File: src/rtl/ysyx_22040386_hazard_ctrl.sv
// Hazard sequencer for the 5-stage core: turns load-use hazards, EX jumps and
// IMEM/DMEM wait states into stall/flush/redirect strobes for the pipeline
// registers, and keeps saturating stall/redirect counters.
`timescale 1ns/1ps
module ysyx_22040386_hazard_ctrl #(
  parameter int RA_W  = 5,
  parameter int CNT_W = 32
) (
  input  logic             i_HC_clk,
  input  logic             i_HC_rst_n,
  input  logic [RA_W-1:0]  i_HC_id_rs1,
  input  logic [RA_W-1:0]  i_HC_id_rs2,
  input  logic             i_HC_id_use_rs1,
  input  logic             i_HC_id_use_rs2,
  input  logic [RA_W-1:0]  i_HC_ex_rd,
  input  logic             i_HC_ex_mem_read,
  input  logic             i_HC_ex_jump,
  input  logic             i_HC_imem_busy,
  input  logic             i_HC_dmem_busy,
  output logic             o_HC_pc_stall,
  output logic             o_HC_pc_redirect,
  output logic             o_HC_if_id_stall,
  output logic             o_HC_if_id_flush,
  output logic             o_HC_id_ex_stall,
  output logic             o_HC_id_ex_flush,
  output logic             o_HC_ex_mem_stall,
  output logic [1:0]       o_HC_state,
  output logic [CNT_W-1:0] o_HC_stall_cnt,
  output logic [CNT_W-1:0] o_HC_redir_cnt
);

  typedef enum logic [1:0] {
    S_RUN      = 2'd0,
    S_MEM_WAIT = 2'd1,
    S_DISCARD  = 2'd2
  } state_e;

  typedef struct packed {
    logic pc_stall;
    logic pc_redirect;
    logic if_id_stall;
    logic if_id_flush;
    logic id_ex_stall;
    logic id_ex_flush;
    logic ex_mem_stall;
  } ctl_t;

  state_e state_q, state_d;
  ctl_t   run_ctl, ctl;
  logic   lu;

  // Load in EX whose rd feeds a source the ID instruction actually reads (x0 never hazards).
  assign lu = i_HC_ex_mem_read && (i_HC_ex_rd != '0) &&
              ((i_HC_id_use_rs1 && (i_HC_ex_rd == i_HC_id_rs1)) ||
               (i_HC_id_use_rs2 && (i_HC_ex_rd == i_HC_id_rs2)));

  // Priority jump > load-use > fetch bubble; shared by RUN and the MEM_WAIT release cycle.
  always_comb begin
    run_ctl = '0;
    if (i_HC_ex_jump) begin
      run_ctl.pc_redirect = 1'b1;
      run_ctl.if_id_flush = 1'b1;
      run_ctl.id_ex_flush = 1'b1;
    end else if (lu) begin
      run_ctl.pc_stall    = 1'b1;
      run_ctl.if_id_stall = 1'b1;
      run_ctl.id_ex_flush = 1'b1;
    end else if (i_HC_imem_busy) begin
      run_ctl.pc_stall    = 1'b1;
      run_ctl.if_id_flush = 1'b1;
    end
  end

  // Per-state control strobes and next state; reset forces all strobes low at once.
  always_comb begin
    ctl     = '0;
    state_d = state_q;
    case (state_q)
      S_RUN: begin
        if (i_HC_dmem_busy) begin
          ctl.pc_stall     = 1'b1;
          ctl.if_id_stall  = 1'b1;
          ctl.id_ex_stall  = 1'b1;
          ctl.ex_mem_stall = 1'b1;
          state_d          = S_MEM_WAIT;
        end else begin
          ctl = run_ctl;
          // A redirect while a fetch is still outstanding must drop that stale fetch.
          if (i_HC_ex_jump && i_HC_imem_busy) state_d = S_DISCARD;
        end
      end
      S_MEM_WAIT: begin
        // Whole pipe frozen; EX contents are not acted on until the access completes.
        if (i_HC_dmem_busy) begin
          ctl.pc_stall     = 1'b1;
          ctl.if_id_stall  = 1'b1;
          ctl.id_ex_stall  = 1'b1;
          ctl.ex_mem_stall = 1'b1;
        end else begin
          ctl     = run_ctl;
          state_d = S_RUN;
        end
      end
      S_DISCARD: begin
        // PC already holds the target; IF/ID keeps loading NOP until the stale fetch retires.
        ctl.pc_stall    = 1'b1;
        ctl.if_id_flush = 1'b1;
        if (i_HC_dmem_busy) begin
          ctl.id_ex_stall  = 1'b1;
          ctl.ex_mem_stall = 1'b1;
        end
        if (!i_HC_imem_busy) state_d = S_RUN;
      end
      default: state_d = S_RUN;
    endcase
    if (!i_HC_rst_n) ctl = '0;
  end

  // State register.
  always_ff @(posedge i_HC_clk or negedge i_HC_rst_n) begin
    if (!i_HC_rst_n) state_q <= S_RUN;
    else             state_q <= state_d;
  end

  // Saturating performance counters.
  always_ff @(posedge i_HC_clk or negedge i_HC_rst_n) begin
    if (!i_HC_rst_n) begin
      o_HC_stall_cnt <= '0;
      o_HC_redir_cnt <= '0;
    end else begin
      if (ctl.pc_stall && (o_HC_stall_cnt != '1))
        o_HC_stall_cnt <= o_HC_stall_cnt + CNT_W'(1);
      if (ctl.pc_redirect && (o_HC_redir_cnt != '1))
        o_HC_redir_cnt <= o_HC_redir_cnt + CNT_W'(1);
    end
  end

  assign o_HC_pc_stall     = ctl.pc_stall;
  assign o_HC_pc_redirect  = ctl.pc_redirect;
  assign o_HC_if_id_stall  = ctl.if_id_stall;
  assign o_HC_if_id_flush  = ctl.if_id_flush;
  assign o_HC_id_ex_stall  = ctl.id_ex_stall;
  assign o_HC_id_ex_flush  = ctl.id_ex_flush;
  assign o_HC_ex_mem_stall = ctl.ex_mem_stall;
  assign o_HC_state        = state_q;

endmodule

File: config.mk
export PLATFORM = sky130hd
export DESIGN_NAME = ysyx_22040386_hazard_ctrl
export DESIGN_NICKNAME = d
export VERILOG_FILES = /design/src/rtl/ysyx_22040386_hazard_ctrl.sv
export SDC_FILE = /design/constraint.sdc
export NUM_CORES = 1
export LEC_CHECK = 0
export CORE_ASPECT_RATIO = 2
export CORE_UTILIZATION = 40
export DETAILED_ROUTE_END_ITERATION = 8
export PLACE_DENSITY = 0.77
export SETUP_SLACK_MARGIN = 0.15
export SLEW_MARGIN = 20
export SYNTH_ARGS = -nofsm -noshare
export SYNTH_HDL_FRONTEND = slang
export SYNTH_SLANG_ARGS = --single-unit
File: constraint.sdc
create_clock -name i_HC_clk -period 5.2 [get_ports i_HC_clk]
set_input_delay 1.04 -clock i_HC_clk [delete_from_list [all_inputs] [get_ports i_HC_clk]]
set_output_delay 1.04 -clock i_HC_clk [all_outputs]
set_load 0.02 [all_outputs]
# --- Word-level counts from Yosys, hierarchy flattened ---
# Cells that the tools add are included.
word_totals:
  reg_bits: 66
  inputBits: 23
  output_inout_bits: 73
  wordCells: 53
op_classes:
  n_addsub: 2
  n_eq_ne: 9
  n_mux: 26
  n_reduce_logical: 13
ops:
  columns: ["op", "count"]
  rows:
  - ["32-bit by 1-bit adder with 32-bit output, second input constant", 2]
  - ["32-bit != test, second input constant", 2]
  - ["1-bit two-way mux", 17]
  - ["5-bit equality test", 2]
  - ["2-bit two-way mux", 5]
  - ["1-bit logical AND", 7]
  - ["7-bit two-way mux", 1]
  - ["2-bit case mux with 3 select lines", 1]
  - ["5-bit nonzero test", 1]
  - ["2-bit != test, second input constant", 2]
  - ["2-bit case mux with 2 select lines", 1]
  - ["3-bit != test, second input constant", 1]
  - ["3-bit AND reduction", 1]
  - ["3-bit OR reduction", 1]
  - ["2-bit by 1-bit equality test with 1-bit output, second input constant", 1]
  - ["2-bit equality test, second input constant", 1]
  - ["2-bit zero test", 1]
  - ["1-bit case mux with 2 select lines", 1]
  - ["2-bit OR reduction", 1]
  - ["1-bit logical OR", 1]

# --- Depth between registers and ports, before layout ---
# Gate-level depths: netlist of run 1.
logic_depth:
  ltp_word: 10
  mapped_depth: 8

# --- Worst setup path before layout of run 1 ---
# OpenSTA, ideal clock, no wires.
synth_timing:
  kind: "input -> output"
  startpoint: "input port i_HC_ex_rd[1]"
  endpoint: "output port o_HC_if_id_stall"
  t_arrival_ps: 2365
  path_slack_ps: 1795
  cell_stages: 6
  path_buffers: 0
  path_cell_list: "xnor2_1 -> nand4_1 -> o22ai_1 -> nor2b_1 -> a21oi_1 -> nor3b_1"
synth_via:
  elab_chain_len: 9
  word_cells_on_any_way: 13
  classes_between: "2 x eq/ne; 5 x mux; 6 x reduce/logical"
synth_rtl:
  columns: ["item", "line_no", "source"]
  rows:
  - ["start: declaration", "15", "input logic [RA_W-1:0] i_HC_ex_rd,"]
  - ["5-bit equality test, on equally long branches", "54, 55", null]
  - ["1-bit logical AND, on equally long branches", "54, 55", null]
  - ["1-bit logical OR", "54", "((i_HC_id_use_rs1 && (i_HC_ex_rd == i_HC_id_rs1)) ||"]
  - ["1-bit logical AND (*)", "53", "assign lu = i_HC_ex_mem_read && (i_HC_ex_rd != '0) &&"]
  - ["1-bit two-way mux (*)", "64", "end else if (lu) begin"]
  - ["1-bit two-way mux (*)", "60", "if (i_HC_ex_jump) begin"]
  - ["1-bit two-way mux (*)", "80, 94", null]
  - ["2-bit two-way mux (*)", null, null]
  - ["7-bit two-way mux (*)", "116", "if (!i_HC_rst_n) ctl = '0;"]
  - ["end: declaration", "22", "output logic o_HC_if_id_stall,"]
# Mark *: on every way between the ends. The rest lies on a longest branch, timed or not.

# --- Final worst setup path of run 1 ---
layout_timing:
  startpoint: "input port i_HC_ex_rd[2]"
  endpoint: "output port o_HC_if_id_stall"
# Same word-level chain as after synthesis.

==> flow_metrics.tcl, run 1 <==
set metrics [dict create \
    rows 48 \
    postRouteWirelength_mm 8.80 \
    vias_per_cell 5.37 \
    p_seq_share_pct 41.6 \
    cts.sinks 66 \
    startpoint "i_HC_ex_rd[2]" \
    antenna_found_initial 0 \
    avgSynthCellArea_um2 10.8 \
    min_from "o_HC_state[0]" \
    drtIter0Drc 120 \
    drtPass1Iterations 4 \
    netlist_area_um2 3540 \
    synth_most_common_cell "dfrtp_1" \
    crit_type "input port to output port" \
    slew-limit-headroom_pct 59.4 \
    track_usage_pct 20.5 \
    hold-path-cell-count 1 \
    grt_first_pass_wirelength_mm 14.1 \
    cts_setup_buffers 0 \
    irDropWorstVdd_mv 0.251 \
    synth.distinct_cells 49 \
    stdcell_count 535 \
    p_int_uw 1070 \
    gr-total-overflow 0 \
    crit_chain "clkdlybuf4s50_1 -> xnor2_1 -> nand4_1 -> o22ai_1 -> nor2b_1 -> a21oi_1 -> nor3b_1 -> clkdlybuf4s50_1" \
    ctsRootBufferMaster "clkbuf_16" \
    drive_above_1_share_pct 12.6 \
    pre_cts_ws_ps 853 \
    clk_path_buf_depth 2 \
    tightest_slew_ps 604 \
    ys_dominant_reg_cell "dfrtp_1" \
    fin_crit_sh_pct 84.0 \
    slew_violations 0 \
    p_clk_share_pct 39.4 \
    hold_viol 0 \
    p_total_uw 1490 \
    fin_nets 456 \
    port_buffers 95 \
    min_to "o_HC_state[1]" \
    clk_pin_slew_worst_paths_ps 50 \
    ant_nets 0 \
    period_needed_ps 4370 \
    dp.cells 520 \
    cp-start-kind "input port" \
    synth_edf_count 0 \
    synth_commonest_cells "dfrtp_1 (66), xor2_1 (42), nand2_1 (30), xnor2_1 (30), nand3_1 (21)" \
    critPathMostFrequentCell "clkdlybuf4s50_1" \
    grt_pass1_vias 2976 \
    synth.area.top_cells "dfrtp_1 (47%), xor2_1 (10%), xnor2_1 (7.4%), nand2_1 (3.2%), nand3_1 (3.0%)" \
    die_x_um 68.5 \
    drc_errors 0 \
    powerDensity_nw_per_um2 304 \
    r2r-end "o_HC_stall_cnt[1]" \
    netlist_instances 328 \
    areaGrowthSynthToFinish_pct 37.9 \
    yosysWarnings 0 \
    fill_cells 737 \
    grt_max_degree 38 \
    synth_nets 353 \
    place_area_um2 4590 \
    routedWlPerCell_um 16.5 \
    setup_viol 0 \
    cts_resized 0 \
    design_area_um2 4880 \
    ys_ff_latch 66 \
    maxCapViolations 0 \
    cts_tree "yes" \
    start_util_pct 41.2 \
    status "completed" \
    htree_levels 3 \
    critPathMaxFanout 3 \
    fmax_mhz 229 \
    power_frac_comb_pct 19.0 \
    die_y_um 135 \
    cts_buffers 9 \
    yosysSeqAreaShare_pct 46.7 \
    netSwitchingFraction_pct 27.7 \
    reg2regPathDepth 8 \
    min_path_type "flip-flop to flip-flop" \
    r2r_start "o_HC_stall_cnt[0]" \
    synth_top_area_share_pct 46.7 \
    rsz0062_at_grt "no" \
    finClkSkew_ps 7.38 \
    synth_top_area_cell "dfrtp_1" \
    clock_latency_ps 320 \
    cpPeakStageDelay_ps 630 \
    die-area_um2 9250 \
    diodes 0 \
    vias 2873 \
    worst_ep_arrival_time_ps 3330 \
    power_leakage_uw 0.00215 \
    fin_setup_tns_ps 0 \
    ctsHoldBuffers 0 \
    setup_ws_ps 833 \
    r2r_slack_ps 2430 \
    ios 96 \
    cp-end-kind "output port" \
    switchingPower_uw 412 \
    synth_async_sr_flop_share_pct 100 \
    cp_slowest_cell "clkdlybuf4s50_1" \
    cp.required_ps 4160 \
    place_congestion 0.831 \
    coreArea_um2 8590 \
    hpwlAfterDp_mm 6.41 \
]
[power by group through the flow]
stage	registers (uW)	logic, uW	clock network (uW)
after CTS	618	284	597
after global placement	623	278	0
after global routing	625	304	620
after floorplan	664	94.1	0
final	619	282	585
after detailed placement	623	283	0
[metrics by stage]
| step | util (%) | hold WS, ps |
|---|---|---|
| after floorplan | - | 569 |
| after global placement | 53.5 | 446 |
| after detailed placement | 53.5 | 462 |
| after CTS | 56.8 | 469 |
| after global routing | 56.8 | 491 |
| final | 56.8 | 471 |
[cell usage in the layout (no fill, tap or decap), types with 5 or more instances in the layout]
cell type         n
clkdlybuf4s50_1  94
dfrtp_1          66
xor2_1           42
xnor2_1          30
nand2_1          30
nand3_1          21
nor3_1           17
nor2_1           14
nand4_1          12
inv_1             9
clkbuf_16         9
and4_1            8
and3_1            7
nor2_2            6
nor4_1            6
nor4b_2           5
nor4_2            5
[per-layer routing]
| metal | routed length [um] | up-vias | GRT usage, % |
|---|---|---|---|
| li1 | - | 1357 | - |
| met1 | 3250 | 1404 | 20.0 |
| met2 | 4850 | 92 | 37.4 |
| met3 | 438 | 20 | 5.41 |
| met4 | 262 | 0 | 10.5 |
| met5 | 0 | - | 0 |
[worst max-delay path by stage]
stage	to	slack (ps)	depth (start not counted)
after floorplan	o_HC_if_id_stall	1800	6
final	o_HC_if_id_stall	830	8
after global routing	o_HC_if_id_stall	720	8
after detailed placement	o_HC_if_id_stall	850	8
after global placement	o_HC_if_id_stall	920	8
after CTS	o_HC_if_id_stall	840	8
[state kept, by name, indices dropped and copies added, names as in the netlist]
name and count:
o_HC_redir_cnt 32, o_HC_stall_cnt 32, o_HC_state 2
[critical path, delay by kind of cell]
| kind | cells | cell delay [ps] |
|---|---|---|
| buf+inv | 2 | 1190 |
| simple gates | 3 | 550 |
| compound gates | 2 | 390 |
| xor+xnor | 1 | 150 |
[cell type report]
type	instances	area, um^2	share of cell area (%)
clock buffer	12	246	5.05
inverter	9	33.8	0.692
tap	100	125	2.56
multi-input combinational	246	1810	37.0
timing repair buffer	99	976	20.0
clock inverter	3	40.0	0.820
sequential	66	1650	33.8
[kinds of logic (layout without fill, tap and decap cells)]
logic type      count (synthesis)  after routing  share of synthesized area [%]
compound gates                 16             16                           4.14
xor+xnor                       72             72                           17.8
fa+ha+maj                       2              2                          0.707
buf+inv                        16            123                           2.44
flops                          66             66                           46.7
mux                             2              2                          0.636
simple gates                  154            154                           27.6
(Power assumes the default switching activity.)
==> run 2: changes to the inputs <==
PLACE_DENSITY = 0.8   (was 0.77)
clock period = 4 ns   (was 5.2 ns; I/O delays follow)
==> run 2 against run 1 <==
  * Critical path depth is 1 lower
  * Non-clock buffer count increased by 1
  * Final cell count increased by 0.19%
  * Final area shrank 0.44%
  * Worst setup slack got worse by 550 ps
  * Wire length fell by 0.27%
  * Global-route usage is 0.34 points higher
==> flow_metrics.tcl, run 2 (synthesis gave the netlist of run 1 again) <==
set metrics [dict create \
    cp-start-kind "input port" \
    slew-limit-headroom_pct 57.8 \
    cts_tree "yes" \
    die_x_um 68.5 \
    hpwlAfterDp_mm 6.63 \
    p_total_uw 1850 \
    ctsHoldBuffers 0 \
    regArea_um2 1650 \
    status "completed" \
    powerDensity_nw_per_um2 381 \
    vias 2911 \
    routedWlPerCell_um 16.4 \
    final_common_cell "clkdlybuf4s50_1" \
    cp.required_ps 3200 \
    slew_violations 0 \
    postRouteWirelength_mm 8.78 \
    startpoint "i_HC_ex_rd[1]" \
    fin_setup_tns_ps 0 \
    areaGrowthSynthToFinish_pct 37.3 \
    ctsRootBufferMaster "clkbuf_16" \
    setup_viol 0 \
    cts.sinks 66 \
    diodes 0 \
    multiInputGateArea_um2 1810 \
    maxCapViolations 0 \
    hold_viol 0 \
    critPathMaxFanout 3 \
    place_congestion 0.874 \
    cts_buffers 9 \
    track_usage_pct 20.9 \
    port_buffers 95 \
    drc_errors 0 \
    utilization_pct 56.6 \
    gr-total-overflow 0 \
    grt_max_degree 50 \
    power_leakage_uw 0.00217 \
    clk_path_buf_depth 2 \
    clock_latency_ps 330 \
    antenna_found_initial 0 \
    design_area_um2 4860 \
    irDropWorstVdd_mv 0.280 \
    r2r_start "o_HC_stall_cnt[0]" \
    place_area_um2 4600 \
    rsz0062_at_grt "no" \
    crit_type "input port to output port" \
    grt_pass1_vias 3067 \
    vias_per_cell 5.43 \
    worst_ep_arrival_time_ps 2920 \
    clk_pin_slew_worst_paths_ps 50 \
    min_from "o_HC_state[0]" \
    grt_first_pass_wirelength_mm 14.4 \
    drive_above_1_share_pct 12.8 \
    fin_nets 457 \
    fin_crit_sh_pct 92.9 \
    fill_cells 759 \
    min_path_type "flip-flop to flip-flop" \
    period_needed_ps 3720 \
    die-area_um2 9250 \
    ios 96 \
    start_util_pct 41.2 \
    timing.hold.ws_ps 461 \
    drtPass1Iterations 5 \
    die_y_um 135 \
    drtIter0Drc 194 \
    htree_levels 3 \
    fmax_mhz 269 \
    tightest_slew_ps 633 \
    ant_nets 0 \
    layout_common_cells "clkdlybuf4s50_1 (92), dfrtp_1 (66), xor2_1 (42), xnor2_1 (30), nand2_1 (30)" \
    coreArea_um2 8590 \
    rows 48 \
    finClkSkew_ps 7.26 \
    cp-end-kind "output port" \
]
==> run 2: cell count changes in the layout (fill, tap and decap cells not counted), sizes merged <==
cell / delta
dlymetal6s2s: +2
clkinv: +2
buf: +1
clkdlybuf4s50: -2
bufinv: -1
clkbuf: -1
==> run 2: routing by layer <==
layer,GRT usage (%),up-vias,share of wire [%]
li1,-,1363,-
met1,20.5,1424,35
met2,37.7,102,56
met3,5.74,22,5.6
met4,10.6,0,3.6
met5,0,-,0
==> run 2: per-stage QoR <==
| step | setup slack (ps) | std cells |
|---|---|---|
| CTS | 160 | 536 |
| global route | 178 | 536 |
| detailed placement | 166 | 521 |
| finish | 285 | 536 |
| floorplan | 1080 | 328 |
| global placement | 233 | 521 |
==> run 2: final cells by class <==
type	instances	share of cell area, %
well taps	100	2.57
repair buffers	100	20.3
clock inverters	4	0.412
clock buffers	11	4.79
multi-input cells	246	37.2
flip-flops and latches	66	34.0
inverters	9	0.695
==> run 2: critical path, cell delays in order <==
cell and delay (ps):
clkdlybuf4s50_1 470, or4_1 550, o21ai_1 190, nor3_1 110
a21oi_4 190, inv_1 60, clkdlybuf4s50_1 530
==> run 2: power breakdown <==
part,switching (uW),internal (uW)
Sequential,80.5,723
Clock,270,411
Combinational,189,179
==> run 2: what timing repair did <==
| item | in CTS | in global routing |
|---|---|---|
| resized for setup | 0 | 2 |
| setup endpoints to repair | 0 | 2 |
| endpoints found under the hold margin | 0 | 0 |
| setup buffers | 0 | 0 |
==> run 2: path summary, 6_finish.rpt <==
kind                                      to  slack, ps  cells past startpoint
hold reg to reg                o_HC_state[1]        460                      1
max in group asynchronous  o_HC_redir_cnt[6]       2940                      2
setup reg to reg           o_HC_stall_cnt[1]       1170                      8
setup / recovery               o_HC_pc_stall        280                      7
hold / removal                 o_HC_state[1]        460                      1
min in group asynchronous  o_HC_stall_cnt[4]        480                      2
==> run 3: changes to the inputs <==
PLACE_DENSITY = 0.77   (was 0.8)
clock period = 4.4 ns   (was 4 ns; I/O delays follow)
==> run 3 against run 2 <==
  * Hold slack better by 15 ps
  * Core utilization up 0.61 points
  * Via count fell by 2.7%
  * Clock skew fell by 4.1 ps
  * Largest cell class unchanged
  * Largest power group is now the clock network
==> flow_metrics.tcl, run 3 (synthesis gave the netlist of run 1 again) <==
set metrics [dict create \
    status "completed" \
    fin_crit_sh_pct 92.0 \
    clk_pin_slew_worst_paths_ps 50 \
    port_buffers 95 \
    die_x_um 68.5 \
    postRouteWirelength_mm 8.59 \
    power_frac_comb_pct 18.5 \
    min_path_type "flip-flop to flip-flop" \
    maxCapViolations 0 \
    worst_ep_arrival_time_ps 3170 \
    diodes 0 \
    netSwitchingFraction_pct 27.2 \
    r2r_slack_ps 1650 \
    powerDensity_nw_per_um2 369 \
    cp-end-kind "output port" \
    drive_above_1_share_pct 12.8 \
    regArea_um2 1650 \
    switchingPower_uw 493 \
    routedWlPerCell_um 16.0 \
    p_clk_share_pct 41.3 \
    antenna_found_initial 0 \
    tightest_slew_ps 789 \
    cts_setup_buffers 0 \
    fin_setup_tns_ps 0 \
    cts_tree "yes" \
    cts_resized 0 \
    power_leakage_uw 0.00216 \
    ant_nets 0 \
    slew-limit-headroom_pct 47.3 \
    hpwlAfterDp_mm 6.44 \
    ctsHoldBuffers 0 \
    p_seq_share_pct 40.2 \
    start_util_pct 41.2 \
    cp.required_ps 3520 \
    rsz0062_at_grt "no" \
    ctsRootBufferMaster "clkbuf_16" \
    cts.sinks 66 \
    die-area_um2 9250 \
    ios 96 \
    layout_common_cells "clkdlybuf4s50_1 (94), dfrtp_1 (66), xor2_1 (42), xnor2_1 (30), nand2_1 (30)" \
    final_common_cell "clkdlybuf4s50_1" \
    drtIter0Drc 171 \
    vias_per_cell 5.29 \
    clock_latency_ps 330 \
    coreArea_um2 8590 \
    areaGrowthSynthToFinish_pct 38.8 \
    track_usage_pct 20.8 \
    p_int_uw 1320 \
    gr-total-overflow 0 \
    grt_first_pass_wirelength_mm 14.2 \
    multiInputGateArea_um2 1810 \
    critPathMaxFanout 3 \
    vias 2833 \
    finClkSkew_ps 3.14 \
    pre_cts_ws_ps 375 \
    slew_violations 0 \
    place_congestion 0.836 \
    fmax_mhz 247 \
    irDropWorstVdd_mv 0.294 \
    cts_buffers 9 \
    setup_ws_ps 353 \
    setup_viol 0 \
    rows 48 \
    fin_nets 456 \
    drtPass1Iterations 4 \
    period_needed_ps 4050 \
    cp-start-kind "input port" \
    drc_errors 0 \
    grt_max_degree 38 \
    clk_path_buf_depth 2 \
    hold_viol 0 \
    crit_type "input port to output port" \
    fill_cells 731 \
    die_y_um 135 \
    htree_levels 3 \
    grt_pass1_vias 2912 \
]
[run 3: metal layers]
metal / share of wire [%] / routed length, um / GRT usage, %
met3: 5.0 / 432 / 6.59
met1: 37 / 3220 / 21.2
met2: 54 / 4640 / 36.5
met5: 0 / 0 / 0
met4: 3.4 / 293 / 9.95
[run 3: layout make-up]
cell class / instances / share of cell area, %
inverters: 9 / 0.688
well taps: 100 / 2.55
clock inverters: 1 / 0.611
multi-input cells: 246 / 36.8
clock buffers: 15 / 5.86
repair buffers: 99 / 19.9
flip-flops and latches: 66 / 33.6
[run 3: worst max-delay path: stages]
cell,delay [ps]
clkdlybuf4s50_1,530
xnor2_1,150
nand4_1,110
o22ai_1,310
nor2b_1,250
a21oi_1,90
nor3b_1,200
clkdlybuf4s50_1,640
[run 3: worst paths after layout]
kind | start | endpoint | cells past startpoint
min in group asynchronous | i_HC_rst_n | o_HC_state[1] | 2
min reg2reg | o_HC_state[0] | o_HC_state[1] | 1
max | i_HC_ex_rd[1] | o_HC_if_id_stall | 8
max in group asynchronous | i_HC_rst_n | o_HC_redir_cnt[7] | 2
min | o_HC_state[0] | o_HC_state[1] | 1
max reg2reg | o_HC_stall_cnt[0] | o_HC_stall_cnt[21] | 8
[run 3: power groups by stage]
stage | logic [uW] | clock network (uW) | registers [uW]
detailed placement | 338 | 0 | 737
CTS | 340 | 762 | 730
finish | 335 | 750 | 730
global placement | 329 | 0 | 736
global route | 360 | 797 | 737
floorplan | 111 | 0 | 784
[run 3: per-stage QoR]
stage / hold slack [ps] / cells / instance area, um^2 / utilization (%) / power, uW
after floorplan: 569 / 328 / 3540 / - / 896
after global placement: 446 / 520 / 4590 / 53.5 / 1070
after detailed placement: 467 / 520 / 4590 / 53.5 / 1070
after CTS: 477 / 536 / 4910 / 57.2 / 1830
after global routing: 500 / 536 / 4910 / 57.2 / 1890
final: 476 / 536 / 4910 / 57.2 / 1810
